### src/rtl/rv_pkg.sv
// rv_pkg: shared FSM state type, mem_op encodings and load/store lane helpers (Rev 1.0).
`default_nettype none

package rv_pkg;

    typedef enum logic [1:0] {
        ST_IDLE    = 2'd0,
        ST_IF_WAIT = 2'd1,
        ST_LS_WAIT = 2'd2
    } state_e;

    localparam logic [2:0] MEM_B  = 3'd0;
    localparam logic [2:0] MEM_H  = 3'd1;
    localparam logic [2:0] MEM_W  = 3'd2;
    localparam logic [2:0] MEM_BU = 3'd4;
    localparam logic [2:0] MEM_HU = 3'd5;

    typedef struct packed {
        logic [3:0]  be;
        logic [31:0] wdata;
    } st_lanes_t;

    function automatic logic op_legal(input logic [2:0] op, input logic we);
        case (op)
            MEM_B, MEM_H, MEM_W: op_legal = 1'b1;
            MEM_BU, MEM_HU:      op_legal = !we;
            default:             op_legal = 1'b0;
        endcase
    endfunction

    function automatic logic misaligned(input logic [2:0] op, input logic [1:0] addr_lo);
        case (op)
            MEM_H, MEM_HU: misaligned = addr_lo[0];
            MEM_W:         misaligned = |addr_lo;
            default:       misaligned = 1'b0;
        endcase
    endfunction

    // Halfword selection uses addr[1] only, so unaligned accesses are force-aligned.
    function automatic logic [31:0] ld_extend(input logic [2:0] op, input logic [1:0] addr_lo,
                                              input logic [31:0] word);
        logic [31:0] shifted;
        logic [7:0]  b;
        logic [15:0] h;
        shifted = word >> {addr_lo, 3'b000};
        b       = shifted[7:0];
        h       = addr_lo[1] ? word[31:16] : word[15:0];
        case (op)
            MEM_B:   ld_extend = {{24{b[7]}}, b};
            MEM_H:   ld_extend = {{16{h[15]}}, h};
            MEM_BU:  ld_extend = {24'd0, b};
            MEM_HU:  ld_extend = {16'd0, h};
            default: ld_extend = word;
        endcase
    endfunction

    function automatic st_lanes_t st_lanes(input logic [2:0] op, input logic [1:0] addr_lo,
                                           input logic [31:0] data);
        st_lanes_t r;
        case (op)
            MEM_B: begin
                r.be    = 4'b0001 << addr_lo;
                r.wdata = {4{data[7:0]}};
            end
            MEM_H: begin
                r.be    = addr_lo[1] ? 4'b1100 : 4'b0011;
                r.wdata = {2{data[15:0]}};
            end
            default: begin
                r.be    = 4'hF;
                r.wdata = data;
            end
        endcase
        return r;
    endfunction

endpackage

`default_nettype wire

### src/rtl/lsu_fmt.sv
// lsu_fmt: combinational store byte-lane generator and load extender (Rev 1.0).
`default_nettype none

module lsu_fmt
    import rv_pkg::*;
(
    input  logic [2:0]  st_op,
    input  logic [1:0]  st_addr_lo,
    input  logic [31:0] st_data,
    output logic [3:0]  st_be,
    output logic [31:0] st_wdata,
    input  logic [2:0]  ld_op,
    input  logic [1:0]  ld_addr_lo,
    input  logic [31:0] ld_word,
    output logic [31:0] ld_data
);

    st_lanes_t lanes;

    assign lanes    = st_lanes(st_op, st_addr_lo, st_data);
    assign st_be    = lanes.be;
    assign st_wdata = lanes.wdata;
    assign ld_data  = ld_extend(ld_op, ld_addr_lo, ld_word);

endmodule

`default_nettype wire

### src/rtl/lsu_bus_arb.sv
// lsu_bus_arb: fetch vs load/store bus arbiter with ack timeout (Rev 1.0).
// Option macro: LSU_BUS_ARB_MISALIGN_CHECK_EN aborts misaligned halfword/word accesses.
`default_nettype none

module lsu_bus_arb
    import rv_pkg::*;
#(
    parameter int TIMEOUT = 255
) (
    input  logic        clk,
    input  logic        rst_n,
    input  logic        if_req,
    input  logic [31:0] if_addr,
    output logic        if_rdy,
    output logic [31:0] if_rdata,
    input  logic        ls_req,
    input  logic        ls_we,
    input  logic [2:0]  ls_mem_op,
    input  logic [31:0] ls_addr,
    input  logic [31:0] ls_wdata,
    output logic        ls_rdy,
    output logic [31:0] ls_rdata,
    output logic        ls_err,
    output logic        if_err,
    output logic        bus_req,
    output logic        bus_we,
    output logic [31:0] bus_addr,
    output logic [31:0] bus_wdata,
    output logic [3:0]  bus_be,
    input  logic        bus_ack,
    input  logic [31:0] bus_rdata
);

    localparam logic [7:0] TIMEOUT_CNT = 8'(TIMEOUT);

    state_e      state;
    logic [7:0]  cnt;
    logic [2:0]  op_q;
    logic [1:0]  alo_q;
    logic        we_q;
    logic        ls_abort;
    logic        timed_out;
    logic [3:0]  st_be;
    logic [31:0] st_wdata;
    logic [31:0] ld_data;
    logic        unused_bits;

    assign unused_bits = ^if_addr[1:0];

`ifdef LSU_BUS_ARB_MISALIGN_CHECK_EN
    assign ls_abort = !op_legal(ls_mem_op, ls_we) || misaligned(ls_mem_op, ls_addr[1:0]);
`else
    assign ls_abort = !op_legal(ls_mem_op, ls_we);
`endif

    assign timed_out = (cnt == TIMEOUT_CNT);

    lsu_fmt u_fmt (
        .st_op      (ls_mem_op),
        .st_addr_lo (ls_addr[1:0]),
        .st_data    (ls_wdata),
        .st_be      (st_be),
        .st_wdata   (st_wdata),
        .ld_op      (op_q),
        .ld_addr_lo (alo_q),
        .ld_word    (bus_rdata),
        .ld_data    (ld_data)
    );

    always_ff @(posedge clk or negedge rst_n) begin
        if (!rst_n) begin
            state     <= ST_IDLE;
            cnt       <= 8'd0;
            op_q      <= 3'd0;
            alo_q     <= 2'd0;
            we_q      <= 1'b0;
            bus_req   <= 1'b0;
            bus_we    <= 1'b0;
            bus_addr  <= 32'd0;
            bus_wdata <= 32'd0;
            bus_be    <= 4'd0;
            if_rdy    <= 1'b0;
            ls_rdy    <= 1'b0;
            if_rdata  <= 32'd0;
            ls_rdata  <= 32'd0;
            ls_err    <= 1'b0;
            if_err    <= 1'b0;
        end else begin
            if_rdy <= 1'b0;
            ls_rdy <= 1'b0;
            case (state)
                ST_IDLE: begin
                    // A requester whose rdy is still high is not re-accepted.
                    if (ls_req && !ls_rdy) begin
                        if (ls_abort) begin
                            ls_rdy   <= 1'b1;
                            ls_err   <= 1'b1;
                            ls_rdata <= 32'd0;
                        end else begin
                            state     <= ST_LS_WAIT;
                            cnt       <= 8'd0;
                            op_q      <= ls_mem_op;
                            alo_q     <= ls_addr[1:0];
                            we_q      <= ls_we;
                            bus_req   <= 1'b1;
                            bus_we    <= ls_we;
                            bus_addr  <= {ls_addr[31:2], 2'b00};
                            bus_be    <= ls_we ? st_be : 4'hF;
                            bus_wdata <= ls_we ? st_wdata : 32'd0;
                        end
                    end else if (if_req && !if_rdy) begin
                        state     <= ST_IF_WAIT;
                        cnt       <= 8'd0;
                        bus_req   <= 1'b1;
                        bus_we    <= 1'b0;
                        bus_addr  <= {if_addr[31:2], 2'b00};
                        bus_be    <= 4'hF;
                        bus_wdata <= 32'd0;
                    end
                end
                ST_IF_WAIT: begin
                    if (bus_ack || timed_out) begin
                        state    <= ST_IDLE;
                        bus_req  <= 1'b0;
                        if_rdy   <= 1'b1;
                        if_err   <= !bus_ack;
                        if_rdata <= bus_ack ? bus_rdata : 32'd0;
                    end else begin
                        cnt <= cnt + 8'd1;
                    end
                end
                ST_LS_WAIT: begin
                    if (bus_ack || timed_out) begin
                        state    <= ST_IDLE;
                        bus_req  <= 1'b0;
                        bus_we   <= 1'b0;
                        ls_rdy   <= 1'b1;
                        ls_err   <= !bus_ack;
                        ls_rdata <= (bus_ack && !we_q) ? ld_data : 32'd0;
                    end else begin
                        cnt <= cnt + 8'd1;
                    end
                end
                default: begin
                    state   <= ST_IDLE;
                    bus_req <= 1'b0;
                end
            endcase
        end
    end

endmodule

`default_nettype wire

### config.mk
export PLATFORM = sky130hd
export DESIGN_NAME = lsu_bus_arb
export DESIGN_NICKNAME = d
export VERILOG_FILES = /design/src/rtl/rv_pkg.sv /design/src/rtl/lsu_fmt.sv /design/src/rtl/lsu_bus_arb.sv
export SDC_FILE = /design/constraint.sdc
export NUM_CORES = 1
export LEC_CHECK = 0
export ABC_AREA = 1
export CORE_ASPECT_RATIO = 0.5
export CORE_UTILIZATION = 45
export CTS_BUF_LIST = sky130_fd_sc_hd__clkbuf_4
export CTS_CLUSTER_DIAMETER = 200
export DETAILED_ROUTE_END_ITERATION = 6
export DONT_BUFFER_PORTS = 1
export SYNTH_ARGS = -nofsm -noshare
export SYNTH_HDL_FRONTEND = slang
export SYNTH_SLANG_ARGS = --single-unit
### constraint.sdc
create_clock -name clk -period 1.8 [get_ports clk]
set_clock_uncertainty 0.15 [all_clocks]
set_input_delay 0.27 -clock clk [delete_from_list [all_inputs] [get_ports clk]]
set_output_delay 0.27 -clock clk [all_outputs]
set_load 0.01 [all_outputs]
==> results.json <==
{
  "ios": 275,
  "power_density_nw_per_um2": 1457,
  "synth_top_area_frac": 0.5116,
  "syn-cell-area_sq_um": 7435,
  "grt_pass1_vias": 6957,
  "reg2reg_depth": 10,
  "grt_util_all_layers": 0.2694,
  "synth-main-ff-cell": "dfrtp_1",
  "clock-sinks": 152,
  "grt_max_degree": 153,
  "total_power_uw": 14460,
  "finalHoldViolations": 152,
  "initial_utilization": 0.4713,
  "grt_pass1_wl_um": 35770,
  "p_seq_frac": 0.441,
  "vias_per_cell": 5.437,
  "p_int_uw": 8138,
  "die_x_um": 183.8,
  "synth-edff-count": 0,
  "yosysMostFrequentCell": "nand2_1",
  "leakagePower_uw": 0.004709,
  "slowest_stage": "dfrtp_1",
  "drive_gt1_frac": 0.1249,
  "antenna_found_initial": 1,
  "postRouteAntennaNets": 0,
  "worstPathRequired_ns": 2.14,
  "row_count": 32,
  "cts_buffers": 17,
  "firstDrtPassIters": 6,
  "crit_path_end_kind": "register",
  "synth_area_leader_cell": "dfrtp_1",
  "drc": 0,
  "dieArea_sq_um": 17070,
  "cts_buffer_depth": 2,
  "slew_viol_final": 0,
  "io_buffers": 0,
  "outcome": "finished, violations left",
  "dp_hpwl_um": 15070,
  "critPathLaunchType": "register",
  "synthToLayoutAreaGrowth_pct": 33.52,
  "wirelength_um": 23790,
  "cts.reportedPaths.clkPinSlew_ns": 0.15,
  "yosys_register_bits": 152,
  "ys_top_cells_by_count": "nand2_1, dfrtp_1, o21ai_0",
  "drv_cap": 0,
  "switching_share": 0.4372,
  "hold_ws_ns": -0.7620,
  "fill_cells": 1389,
  "num-nets-final": 1226,
  "post-route-period-util": 0.9856,
  "p_sw_uw": 6322,
  "overflow": 0,
  "htree_levels": 4,
  "root_buffer": "clkbuf_4",
  "ir_worst_vdd_mv": 0.6925,
  "clkPwrFrac": 0.143,
  "synth_area_leaders": "dfrtp_1, nand2_1, o21ai_0",
  "wl_per_cell_um": 18.04,
  "ys_warn_count": 0,
  "worstPathCellList": "inv_2, ha_4, inv_2, nor2_4, nand2_4, nand2_8, buf_12, buf_12, o211ai_1, nand2_1",
  "cp_max_fo": 11,
  "die_h_um": 92.89,
  "synth.avg_cell_area_sq_um": 8.046,
  "hold_class": "in2async",
  "ys_types": 31,
  "path_class": "reg2reg",
  "violations": "negative hold slack",
  "core_area_sq_um": 15780,
  "rsz0062_at_grt": "true",
  "cts_tree": "yes",
  "fin_crit_ns": 1.774,
  "synth_cells": 924,
  "pwr-share-comb": 0.416,
  "synthArstFlopShare": 1.000,
  "drt_first_iter_violations": 541,
  "yosysSeqAreaShare": 0.5116,
  "cts_hold_buf": 136,
  "gp_congestion": 0.8749,
  "fin_util": 0.6293,
  "max_freq_mhz": 563.7,
  "crit_arrival_ns": 2.11,
  "clk_latency_ns": 0.55,
  "setup_viol": 0,
  "vias": 7171,
  "cp_slowest_stage_delay_ns": 0.41
}
routing by layer:
layer / routed length [um] / vias to the layer above / part of all wire / global-route usage
met3: 1921 / 37 / 0.081 / 0.08651
li1: - / 3369 / - / -
met5: 0 / - / 0 / 0
met2: 11520 / 295 / 0.48 / 0.4511
met1: 9932 / 3470 / 0.42 / 0.3322
met4: 414 / 0 / 0.017 / 0.08194
area by class of cell:
type	instances	area (sq um)	share of cell area
inverters	68	257.7	0.02596
diodes	1	2.502	0.0002521
well taps	221	276.5	0.02785
flip-flops and latches	152	3804	0.3832
clock buffers	17	127.6	0.01286
repair buffers	197	2091	0.2106
multi-input cells	649	3234	0.3258
clock inverters	14	133.9	0.01349
what timing repair did:
action	in CTS	in global routing
pin swaps	0	7
endpoints found under the hold margin	296	152
resized for setup	6	38
endpoints found under the setup margin	90	113
setup buffers	0	9
gates cloned	0	8
state kept, by name, indices dropped and copies added, names as in the netlist:
| name | flops |
|---|---|
| ls_rdy | 1 |
| if_rdata | 32 |
| bus_addr | 30 |
| if_rdy | 1 |
| cnt | 8 |
| alo_q | 2 |
| state | 2 |
| bus_wdata | 32 |
| if_err | 1 |
| op_q | 3 |
| we_q | 1 |
| bus_we | 1 |
| bus_req | 1 |
| ls_rdata | 32 |
| bus_be | 4 |
| ls_err | 1 |
metrics by stage:
step                      std cells  hold WS, ns  instance area (sq um)  setup TNS [ns]  setup slack [ns]
final                          1319      -0.7620                   9927               0           0.02593
after CTS                      1301      -0.8028                   9535               0          0.001589
after detailed placement       1134      -0.1722                   7880         -0.5305          -0.06493
after floorplan                 925      -0.1756                   7438               0           0.08507
after global routing           1319      -0.8246                   9927          -1.820          -0.09359
after global placement         1134      -0.1714                   7880       -0.004304         -0.002154
cell families (layout without fill, tap and decap cells):
family | count (synthesis) | count (layout) | synth area share
XOR/XNOR | 2 | 2 | 0.002357
flip-flops | 152 | 152 | 0.5116
other | 1 | 3 | 0.0005044
buffers and inverters | 125 | 296 | 0.07472
AND/OR/NAND/NOR | 432 | 433 | 0.2471
AO/OA/AOI/OAI | 208 | 208 | 0.1570
adder cells (fa/ha/maj) | 4 | 4 | 0.006732
path summary, 6_finish.rpt:
path / startpoint / to / slack [ns]
setup / recovery: state[0] / bus_wdata[22] / 0.03
hold / removal: rst_n / ls_rdata[2] / -0.76
setup reg to reg: state[0] / bus_wdata[22] / 0.03
hold reg to reg: cnt[5] / cnt[5] / 0.36
max in group asynchronous: rst_n / bus_wdata[15] / 1.89
min in group clk: ls_mem_op[0] / bus_wdata[9] / 0.08
placed cells by master (no fill, tap or decap), types with 3 or more instances in the layout:
master,netlist,layout
clkinv_2,0,4
nand2_4,1,5
dfrtp_1,152,152
nor2_2,1,3
dlygate4sd3_1,0,136
clkbuf_16,0,5
nand2_1,267,261
nand2_2,5,7
a31oi_1,34,34
nand3_4,0,3
o21ai_1,4,8
o21a_1,17,17
buf_12,0,11
inv_1,63,60
clkinvlp_4,0,5
nor2_1,57,54
o211ai_1,15,15
inv_2,5,7
a21oi_1,49,49
buf_6,5,5
o21ai_0,88,84
nor2_4,4,5
nand3_1,79,73
clkbuf_4,0,17
buf_4,7,38
nand4_1,8,8
nand3_2,5,8
power groups by stage:
stage	Combinational (uW)	Sequential (uW)	Clock [uW]
global route	6600	6520	2270
CTS	5190	6360	2110
finish	6020	6370	2070
floorplan	3500	6030	0
detailed placement	4860	6410	0
global placement	4720	6400	0
worst max-delay path: cells and delay by family (launching register included):
family,cells,cell delay (ns)
AND/OR/NAND/NOR,4,0.45
buffers and inverters,4,0.43
adder cells (fa/ha/maj),1,0.17
AO/OA/AOI/OAI,1,0.10
flip-flops,1,0.41
(Power assumes the default switching activity.)
